==> config.mk <==
export PLATFORM = sky130hd
export DESIGN_NAME = mc_ctrl_fsm_flat
export DESIGN_NICKNAME = d
export VERILOG_FILES = /design/src/rtl/mc_ctrl_fsm_pkg.sv /design/src/rtl/mc_ctrl_fsm_if.sv /design/src/rtl/mc_ctrl_fsm.sv /design/src/flat_wrapper.sv
export SDC_FILE = /design/constraint.sdc
export NUM_CORES = 1
export LEC_CHECK = 0
export BUFFER_PORTS_ARGS = -buffer_cell sky130_fd_sc_hd__buf_2
export CORE_UTILIZATION = 44
export CTS_CLUSTER_SIZE = 24
export DETAILED_ROUTE_END_ITERATION = 7
export PLACE_DENSITY_LB_ADDON = 0.08
export REMOVE_ABC_BUFFERS = 1
export SKIP_CTS_REPAIR_TIMING = 1
export SYNTH_ARGS = -nofsm -noshare
export SYNTH_HDL_FRONTEND = slang
export SYNTH_SLANG_ARGS = --single-unit
==> constraint.sdc <==
create_clock -name clk -period 2.55 [get_ports clk]
set_input_delay 0.255 -clock clk [delete_from_list [all_inputs] [get_ports clk]]
set_output_delay 0.255 -clock clk [all_outputs]
set_load 0.01 [all_outputs]
==> src/rtl/mc_ctrl_fsm_pkg.sv <==
// Shared encodings for the multi-cycle control FSM and the ALU decode block.
package mc_ctrl_fsm_pkg;

    localparam int unsigned OPC_W = 7;
    localparam int unsigned ST_W  = 4;
    localparam int unsigned SEL_W = 2;

    // FSM state encodings
    localparam logic [ST_W-1:0] ST_IDLE   = 4'd0;
    localparam logic [ST_W-1:0] ST_FETCH  = 4'd1;
    localparam logic [ST_W-1:0] ST_DECODE = 4'd2;
    localparam logic [ST_W-1:0] ST_EXEC   = 4'd3;
    localparam logic [ST_W-1:0] ST_ADDR   = 4'd4;
    localparam logic [ST_W-1:0] ST_MEM_RD = 4'd5;
    localparam logic [ST_W-1:0] ST_MEM_WR = 4'd6;
    localparam logic [ST_W-1:0] ST_WB_ALU = 4'd7;
    localparam logic [ST_W-1:0] ST_WB_MEM = 4'd8;
    localparam logic [ST_W-1:0] ST_BRANCH = 4'd9;
    localparam logic [ST_W-1:0] ST_JUMP   = 4'd10;
    localparam logic [ST_W-1:0] ST_HALT   = 4'd11;

    // Supported major opcodes (IR[6:0])
    localparam logic [OPC_W-1:0] OPC_OP     = 7'b0110011;
    localparam logic [OPC_W-1:0] OPC_OPIMM  = 7'b0010011;
    localparam logic [OPC_W-1:0] OPC_LUI    = 7'b0110111;
    localparam logic [OPC_W-1:0] OPC_AUIPC  = 7'b0010111;
    localparam logic [OPC_W-1:0] OPC_JALR   = 7'b1100111;
    localparam logic [OPC_W-1:0] OPC_LOAD   = 7'b0000011;
    localparam logic [OPC_W-1:0] OPC_STORE  = 7'b0100011;
    localparam logic [OPC_W-1:0] OPC_BRANCH = 7'b1100011;
    localparam logic [OPC_W-1:0] OPC_JAL    = 7'b1101111;

    // ALU class codes the FSM forces outside of EXEC/ADDR
    localparam logic [OPC_W-1:0] ALU_ADD = 7'b0000011;
    localparam logic [OPC_W-1:0] ALU_SUB = 7'b1100011;

    // Next-PC select
    localparam logic [SEL_W-1:0] PC_SEL_INC = 2'b00;
    localparam logic [SEL_W-1:0] PC_SEL_TGT = 2'b01;
    localparam logic [SEL_W-1:0] PC_SEL_ALU = 2'b10;

    // ALU operand A select
    localparam logic [SEL_W-1:0] SRC_A_PC   = 2'b00;
    localparam logic [SEL_W-1:0] SRC_A_RS1  = 2'b01;
    localparam logic [SEL_W-1:0] SRC_A_ZERO = 2'b10;

    // ALU operand B select
    localparam logic [SEL_W-1:0] SRC_B_RS2  = 2'b00;
    localparam logic [SEL_W-1:0] SRC_B_FOUR = 2'b01;
    localparam logic [SEL_W-1:0] SRC_B_IMM  = 2'b10;

    // Register-file writeback source
    localparam logic [SEL_W-1:0] WB_SEL_ALU = 2'b00;
    localparam logic [SEL_W-1:0] WB_SEL_MEM = 2'b01;
    localparam logic [SEL_W-1:0] WB_SEL_PC  = 2'b10;

    // Full control word driven toward the datapath
    typedef struct packed {
        logic             mem_req;
        logic             mem_we;
        logic             iord;
        logic             ir_we;
        logic             pc_we;
        logic             rf_we;
        logic             tgt_we;
        logic             illegal;
        logic [SEL_W-1:0] pc_sel;
        logic [SEL_W-1:0] alu_src_a;
        logic [SEL_W-1:0] alu_src_b;
        logic [SEL_W-1:0] wb_sel;
        logic [OPC_W-1:0] alu_op;
    } ctrl_t;

    localparam ctrl_t CTRL_NONE = '0;

    // Opcode dispatch out of DECODE; unknown opcodes park in HALT
    function automatic logic [ST_W-1:0] decode_next(input logic [OPC_W-1:0] opc);
        logic [ST_W-1:0] nxt;
        case (opc)
            OPC_OP, OPC_OPIMM, OPC_LUI, OPC_AUIPC, OPC_JALR: nxt = ST_EXEC;
            OPC_LOAD, OPC_STORE:                              nxt = ST_ADDR;
            OPC_BRANCH:                                       nxt = ST_BRANCH;
            OPC_JAL:                                          nxt = ST_JUMP;
            default:                                          nxt = ST_HALT;
        endcase
        return nxt;
    endfunction

endpackage

==> src/rtl/mc_ctrl_fsm_if.sv <==
// Control bus between the multi-cycle FSM and the datapath / memory port.
interface mc_ctrl_fsm_if;
    import mc_ctrl_fsm_pkg::*;

    logic [OPC_W-1:0] ir_opcode;
    logic             br_taken;
    logic             mem_ack;

    logic             mem_req;
    logic             mem_we;
    logic             iord;
    logic             ir_we;
    logic             pc_we;
    logic             rf_we;
    logic             tgt_we;
    logic             illegal;
    logic [SEL_W-1:0] pc_sel;
    logic [SEL_W-1:0] alu_src_a;
    logic [SEL_W-1:0] alu_src_b;
    logic [SEL_W-1:0] wb_sel;
    logic [OPC_W-1:0] alu_op;
    logic [ST_W-1:0]  state;

    // Controller side
    modport master (
        input  ir_opcode, br_taken, mem_ack,
        output mem_req, mem_we, iord, ir_we, pc_we, rf_we, tgt_we, illegal,
        output pc_sel, alu_src_a, alu_src_b, wb_sel, alu_op, state
    );

    // Datapath side
    modport slave (
        output ir_opcode, br_taken, mem_ack,
        input  mem_req, mem_we, iord, ir_we, pc_we, rf_we, tgt_we, illegal,
        input  pc_sel, alu_src_a, alu_src_b, wb_sel, alu_op, state
    );

endinterface

==> src/rtl/mc_ctrl_fsm.sv <==
// Multi-cycle RV32I-style control FSM; outputs are decoded from the state
// register so an asynchronous reset clears them without waiting for clk.
module mc_ctrl_fsm
    import mc_ctrl_fsm_pkg::*;
(
    input  logic          clk,
    input  logic          rstn,
    mc_ctrl_fsm_if.master ctl_if
);

    logic [ST_W-1:0] r_state;
    logic [ST_W-1:0] w_state_nxt;
    logic            r_run;
    ctrl_t           w_ctrl;

    // Reset-release qualifier: IDLE is held across the first edge after rstn rises
    always_ff @(posedge clk or negedge rstn) begin
        if (!rstn) begin
            r_run <= 1'b0;
        end else begin
            r_run <= 1'b1;
        end
    end

    // State register
    always_ff @(posedge clk or negedge rstn) begin
        if (!rstn) begin
            r_state <= ST_IDLE;
        end else begin
            r_state <= w_state_nxt;
        end
    end

    // Next-state and control decode
    always_comb begin
        w_state_nxt = r_state;
        w_ctrl      = CTRL_NONE;

        case (r_state)
            ST_IDLE: begin
                if (r_run) begin
                    w_state_nxt = ST_FETCH;
                end
            end

            ST_FETCH: begin
                w_ctrl.mem_req   = 1'b1;
                w_ctrl.iord      = 1'b0;
                w_ctrl.alu_src_a = SRC_A_PC;
                w_ctrl.alu_src_b = SRC_B_FOUR;
                w_ctrl.alu_op    = ALU_ADD;
                if (ctl_if.mem_ack) begin
                    w_ctrl.ir_we  = 1'b1;
                    w_ctrl.pc_we  = 1'b1;
                    w_ctrl.pc_sel = PC_SEL_INC;
                    w_state_nxt   = ST_DECODE;
                end
            end

            ST_DECODE: begin
                // Speculatively latch PC+imm as the branch/jump target
                w_ctrl.alu_src_a = SRC_A_PC;
                w_ctrl.alu_src_b = SRC_B_IMM;
                w_ctrl.alu_op    = ALU_ADD;
                w_ctrl.tgt_we    = 1'b1;
                w_state_nxt      = decode_next(ctl_if.ir_opcode);
            end

            ST_EXEC: begin
                w_ctrl.alu_op = ctl_if.ir_opcode;
                case (ctl_if.ir_opcode)
                    OPC_OP: begin
                        w_ctrl.alu_src_a = SRC_A_RS1;
                        w_ctrl.alu_src_b = SRC_B_RS2;
                    end
                    OPC_OPIMM, OPC_JALR: begin
                        w_ctrl.alu_src_a = SRC_A_RS1;
                        w_ctrl.alu_src_b = SRC_B_IMM;
                    end
                    OPC_LUI: begin
                        w_ctrl.alu_src_a = SRC_A_ZERO;
                        w_ctrl.alu_src_b = SRC_B_IMM;
                    end
                    OPC_AUIPC: begin
                        w_ctrl.alu_src_a = SRC_A_PC;
                        w_ctrl.alu_src_b = SRC_B_IMM;
                    end
                    default: begin
                        w_ctrl.alu_src_a = SRC_A_PC;
                        w_ctrl.alu_src_b = SRC_B_RS2;
                    end
                endcase
                w_state_nxt = (ctl_if.ir_opcode == OPC_JALR) ? ST_JUMP : ST_WB_ALU;
            end

            ST_WB_ALU: begin
                w_ctrl.rf_we  = 1'b1;
                w_ctrl.wb_sel = WB_SEL_ALU;
                w_state_nxt   = ST_FETCH;
            end

            ST_ADDR: begin
                w_ctrl.alu_src_a = SRC_A_RS1;
                w_ctrl.alu_src_b = SRC_B_IMM;
                w_ctrl.alu_op    = ctl_if.ir_opcode;
                w_state_nxt      = (ctl_if.ir_opcode == OPC_LOAD) ? ST_MEM_RD : ST_MEM_WR;
            end

            ST_MEM_RD: begin
                w_ctrl.mem_req = 1'b1;
                w_ctrl.iord    = 1'b1;
                if (ctl_if.mem_ack) begin
                    w_state_nxt = ST_WB_MEM;
                end
            end

            ST_MEM_WR: begin
                w_ctrl.mem_req = 1'b1;
                w_ctrl.mem_we  = 1'b1;
                w_ctrl.iord    = 1'b1;
                if (ctl_if.mem_ack) begin
                    w_state_nxt = ST_FETCH;
                end
            end

            ST_WB_MEM: begin
                w_ctrl.rf_we  = 1'b1;
                w_ctrl.wb_sel = WB_SEL_MEM;
                w_state_nxt   = ST_FETCH;
            end

            ST_BRANCH: begin
                w_ctrl.alu_src_a = SRC_A_RS1;
                w_ctrl.alu_src_b = SRC_B_RS2;
                w_ctrl.alu_op    = ALU_SUB;
                w_ctrl.pc_we     = ctl_if.br_taken;
                w_ctrl.pc_sel    = PC_SEL_TGT;
                w_state_nxt      = ST_FETCH;
            end

            ST_JUMP: begin
                // Link PC into rd; JAL uses the DECODE target, JALR the EXEC result
                w_ctrl.rf_we  = 1'b1;
                w_ctrl.wb_sel = WB_SEL_PC;
                w_ctrl.pc_we  = 1'b1;
                w_ctrl.pc_sel = (ctl_if.ir_opcode == OPC_JALR) ? PC_SEL_ALU : PC_SEL_TGT;
                w_state_nxt   = ST_FETCH;
            end

            ST_HALT: begin
                w_ctrl.illegal = 1'b1;
            end

            default: begin
                w_state_nxt = ST_IDLE;
            end
        endcase
    end

    // Drive the control bus
    assign ctl_if.mem_req   = w_ctrl.mem_req;
    assign ctl_if.mem_we    = w_ctrl.mem_we;
    assign ctl_if.iord      = w_ctrl.iord;
    assign ctl_if.ir_we     = w_ctrl.ir_we;
    assign ctl_if.pc_we     = w_ctrl.pc_we;
    assign ctl_if.rf_we     = w_ctrl.rf_we;
    assign ctl_if.tgt_we    = w_ctrl.tgt_we;
    assign ctl_if.illegal   = w_ctrl.illegal;
    assign ctl_if.pc_sel    = w_ctrl.pc_sel;
    assign ctl_if.alu_src_a = w_ctrl.alu_src_a;
    assign ctl_if.alu_src_b = w_ctrl.alu_src_b;
    assign ctl_if.wb_sel    = w_ctrl.wb_sel;
    assign ctl_if.alu_op    = w_ctrl.alu_op;
    assign ctl_if.state     = r_state;

endmodule
==> src/flat_wrapper.sv <==
// flat-port wrapper written by rule: the top's interface ports become plain ports
module mc_ctrl_fsm_flat import mc_ctrl_fsm_pkg::*;
  (clk, rstn, ctl_if_ir_opcode, ctl_if_br_taken, ctl_if_mem_ack, ctl_if_mem_req, ctl_if_mem_we, ctl_if_iord, ctl_if_ir_we, ctl_if_pc_we, ctl_if_rf_we, ctl_if_tgt_we, ctl_if_illegal, ctl_if_pc_sel, ctl_if_alu_src_a, ctl_if_alu_src_b, ctl_if_wb_sel, ctl_if_alu_op, ctl_if_state);
  mc_ctrl_fsm_if ctl_if_i ();
  input  logic clk;
  input  logic rstn;
  input wire logic [$bits(ctl_if_i.ir_opcode)-1:0] ctl_if_ir_opcode;
  input wire logic [$bits(ctl_if_i.br_taken)-1:0] ctl_if_br_taken;
  input wire logic [$bits(ctl_if_i.mem_ack)-1:0] ctl_if_mem_ack;
  output wire logic [$bits(ctl_if_i.mem_req)-1:0] ctl_if_mem_req;
  output wire logic [$bits(ctl_if_i.mem_we)-1:0] ctl_if_mem_we;
  output wire logic [$bits(ctl_if_i.iord)-1:0] ctl_if_iord;
  output wire logic [$bits(ctl_if_i.ir_we)-1:0] ctl_if_ir_we;
  output wire logic [$bits(ctl_if_i.pc_we)-1:0] ctl_if_pc_we;
  output wire logic [$bits(ctl_if_i.rf_we)-1:0] ctl_if_rf_we;
  output wire logic [$bits(ctl_if_i.tgt_we)-1:0] ctl_if_tgt_we;
  output wire logic [$bits(ctl_if_i.illegal)-1:0] ctl_if_illegal;
  output wire logic [$bits(ctl_if_i.pc_sel)-1:0] ctl_if_pc_sel;
  output wire logic [$bits(ctl_if_i.alu_src_a)-1:0] ctl_if_alu_src_a;
  output wire logic [$bits(ctl_if_i.alu_src_b)-1:0] ctl_if_alu_src_b;
  output wire logic [$bits(ctl_if_i.wb_sel)-1:0] ctl_if_wb_sel;
  output wire logic [$bits(ctl_if_i.alu_op)-1:0] ctl_if_alu_op;
  output wire logic [$bits(ctl_if_i.state)-1:0] ctl_if_state;
  assign ctl_if_i.ir_opcode = ctl_if_ir_opcode;
  assign ctl_if_i.br_taken = ctl_if_br_taken;
  assign ctl_if_i.mem_ack = ctl_if_mem_ack;
  assign ctl_if_mem_req = ctl_if_i.mem_req;
  assign ctl_if_mem_we = ctl_if_i.mem_we;
  assign ctl_if_iord = ctl_if_i.iord;
  assign ctl_if_ir_we = ctl_if_i.ir_we;
  assign ctl_if_pc_we = ctl_if_i.pc_we;
  assign ctl_if_rf_we = ctl_if_i.rf_we;
  assign ctl_if_tgt_we = ctl_if_i.tgt_we;
  assign ctl_if_illegal = ctl_if_i.illegal;
  assign ctl_if_pc_sel = ctl_if_i.pc_sel;
  assign ctl_if_alu_src_a = ctl_if_i.alu_src_a;
  assign ctl_if_alu_src_b = ctl_if_i.alu_src_b;
  assign ctl_if_wb_sel = ctl_if_i.wb_sel;
  assign ctl_if_alu_op = ctl_if_i.alu_op;
  assign ctl_if_state = ctl_if_i.state;
  mc_ctrl_fsm u_core (.clk(clk), .rstn(rstn), .ctl_if(ctl_if_i));
endmodule
==> run metrics <==
# diodes=0; std cell rows=15; antenna violations before repair=0; P_leak=approximately 0.00050 µW; most frequent CP cell=nand2_1; die width=roughly 45 µm; Routed Antenna Nets=0; NumNets Final=177; 1st-iter DRT viols=48; TritonCTS clock tree=yes; number of enable flip-flop cells after synthesis=0; clock sink count=5; WL/cell=12.68 µm; Num CTS Buffers=3; final setup violation count=0; Hold Fails Final Rpt=0; synth warn=0; crit-path max cell delay=0.56 ns; Critical Path RT=2.30 ns; outcome=complete, but fails checks; post-route setup slack=0.4199 ns; CORE AREA=0.001727 mm²; fin crit share=0.8353; Rel. slew slack=0.6253; share of post-route cells with drive strength above 1=0.2727; slowest CP cell=dfrtp_1; Worst Hold Class=in2reg; Max-Cap Viols=0; Crit Path Category=reg2out; CP cell instances=buf_4 > nand2_1 > nor3_2 > nand2_1 > nor4_1 > buf_2; Die ar.=~0.0020 mm²; failing checks=design-rule violations; gpl congestion=1.023; cell family with most CP delay=simple AND/OR/NAND/NOR gates; Chip Height=44.83 µm; Worst setup SP type=flip-flop; largest net degree at the start of global routing=20; peak supply drop=~0.7 mV; CTS root buf=clkbuf_4; vias in the first global route=859; Slew Limit Fails=0; asr flop ratio synth=1.000; Buffers & Inverters on Critical Path=2; Max Freq=around 470 MHz; GRT Total Usage=0.2580; via count=1063; Area growth syn-to-layout=25.58%; Worst Path Max Fanout=11; sequential share of the synthesized area=0.1550; clk slew on worst S/H paths=0.04 ns; Synth Cell Area=between 800 and 900 µm²; Yosys reg bits=5; CTS Buffer Depth=2; Worst Tran Pin Value=0.5621 ns; Top-Level Pins=38; hpwl dp=1.836 mm; RSZ-0062 raised after global routing=false; Yosys cell types=38; CTS H-tree lvls=1; Main synth FF type=dfrtp_1; DRC violations left=2; cells after synthesis=about 130; post-route minimum period=2.130 ns; dpl ws=0.7092 ns; clock latency on the worst-skew pair=approximately 0.24 ns; setup_tns=0 ns; grt ovf=0; router iterations before antenna repair=6; initial core utilization=0.4674; synthesized area per cell=6.114 µm²; Critical Path Sink Type=output pin; # port buffers=37; worst clock skew=0.003404 ns; Crit path arrival time=1.88 ns; vias per cell=5.595; Routed WL=2.410 mm; first-pass GRT wire length=between 3 and 4 mm; P per Cell Area=1089 mW/mm²
-- routing by layer --
metal,routed length [µm],GRT usage
met1,1154,0.3762
met2,1102,0.4147
met3,145,0.03600
met4,7,0.03636
met5,0,0
-- worst min-delay path, delay by kind of cell --
family                 cells  cell delay [ns]
AO/OA/AOI/OAI              2             0.17
buffers and inverters      1             0.12
-- worst paths after layout --
check                                                    from                                 end  slack [ns]  cells past startpoint
max                        u_core.ctl_if.state[0]$_DFFE_PN0P_                 ctl_if_alu_src_a[1]        0.42                      6
min                                            ctl_if_mem_ack  u_core.ctl_if.state[1]$_DFFE_PN0P_        0.35                      3
max reg2reg                u_core.ctl_if.state[0]$_DFFE_PN0P_  u_core.ctl_if.state[3]$_DFFE_PN0P_        0.79                      5
min reg2reg                            u_core.r_run$_DFF_PN0_  u_core.ctl_if.state[0]$_DFFE_PN0P_        0.75                      3
max in group asynchronous                                rstn  u_core.ctl_if.state[0]$_DFFE_PN0P_        2.06                      2
min in group asynchronous                                rstn  u_core.ctl_if.state[2]$_DFFE_PN0P_        0.36                      2
-- through the flow --
stage,hold WS [ns],area [µm²],std cells,utilization,power [µW]
global placement,0.06948,977.2,185,0.5659,995.1
floorplan,-0.04059,753.2,122,-,710.6
finish,0.3475,1013,190,0.5870,1104
global route,0.3536,1013,190,0.5870,1207
detailed placement,0.07323,977.2,185,0.5659,1001
CTS,-0.1877,1003,189,0.5812,1097
-- power by group --
part | leakage, µW | total, µW | switching [µW] | internal (µW)
combinational | 0.000424 | 793 | 466 | 327
clock | 0.0000150 | 91.0 | 31.9 | 59.1
sequential | 0.0000619 | 220 | 112 | 108
-- layout make-up --
| cell class | count | area [µm²] |
|---|---|---|
| multi-input combinational | 111 | 605.6 |
| tap | 25 | 31.28 |
| fill | 192 | 713.2 |
| inverter | 6 | 22.52 |
| clock buffer | 4 | 26.28 |
| timing repair buffer | 39 | 202.7 |
| sequential | 5 | 125.1 |
-- registers in the layout, indices dropped and copies added, names as in the netlist --
name	count
u_core.ctl_if.state	4
u_core.r_run	1
-- cell usage after synthesis, types with 2 or more instances --
library cell,count,share of area
o21bai_1,2,0.019
inv_1,5,0.023
buf_2,4,0.025
nand3_1,5,0.031
o22ai_1,3,0.023
nor2b_1,5,0.039
o21ai_0,8,0.050
a32oi_1,2,0.022
a21oi_1,13,0.081
clkbuf_1,2,0.0093
nand2_1,15,0.070
nand2b_1,6,0.047
dfrtp_1,5,0.16
a31oi_1,3,0.023
nor3_1,4,0.025
nor2_1,20,0.093
and3_1,2,0.016
and2_1,4,0.031
o21ai_1,3,0.019
buf_4,3,0.028
-- placed cells by master, fill, tap and decap left out, types with 2 or more instances in the layout --
cell | synthesis | layout
nand3_1 | 5 | 5
buf_2 | 4 | 37
a21oi_1 | 13 | 13
o21bai_1 | 2 | 2
nor2_1 | 20 | 20
o21ai_0 | 8 | 8
nor2b_1 | 5 | 5
dfrtp_1 | 5 | 5
o21ai_1 | 3 | 3
inv_1 | 5 | 5
a32oi_1 | 2 | 2
a31oi_1 | 3 | 3
nand2_1 | 15 | 15
nand2b_1 | 6 | 6
and2_1 | 4 | 4
o22ai_1 | 3 | 3
and3_1 | 2 | 2
clkbuf_4 | 0 | 3
nor3_1 | 4 | 4
-- logic make-up (layout without fill, tap and decap cells) --
logic type,Yosys count,in the layout,share of synthesized area
AO/OA/AOI/OAI,40,40,0.2977
other,1,1,0.004647
AND/OR/NAND/NOR,69,69,0.4357
buffers and inverters,16,49,0.09457
adder cells (fa/ha/maj),1,1,0.01240
flip-flops,5,5,0.1550
Power figures use the tool's default switching activity.
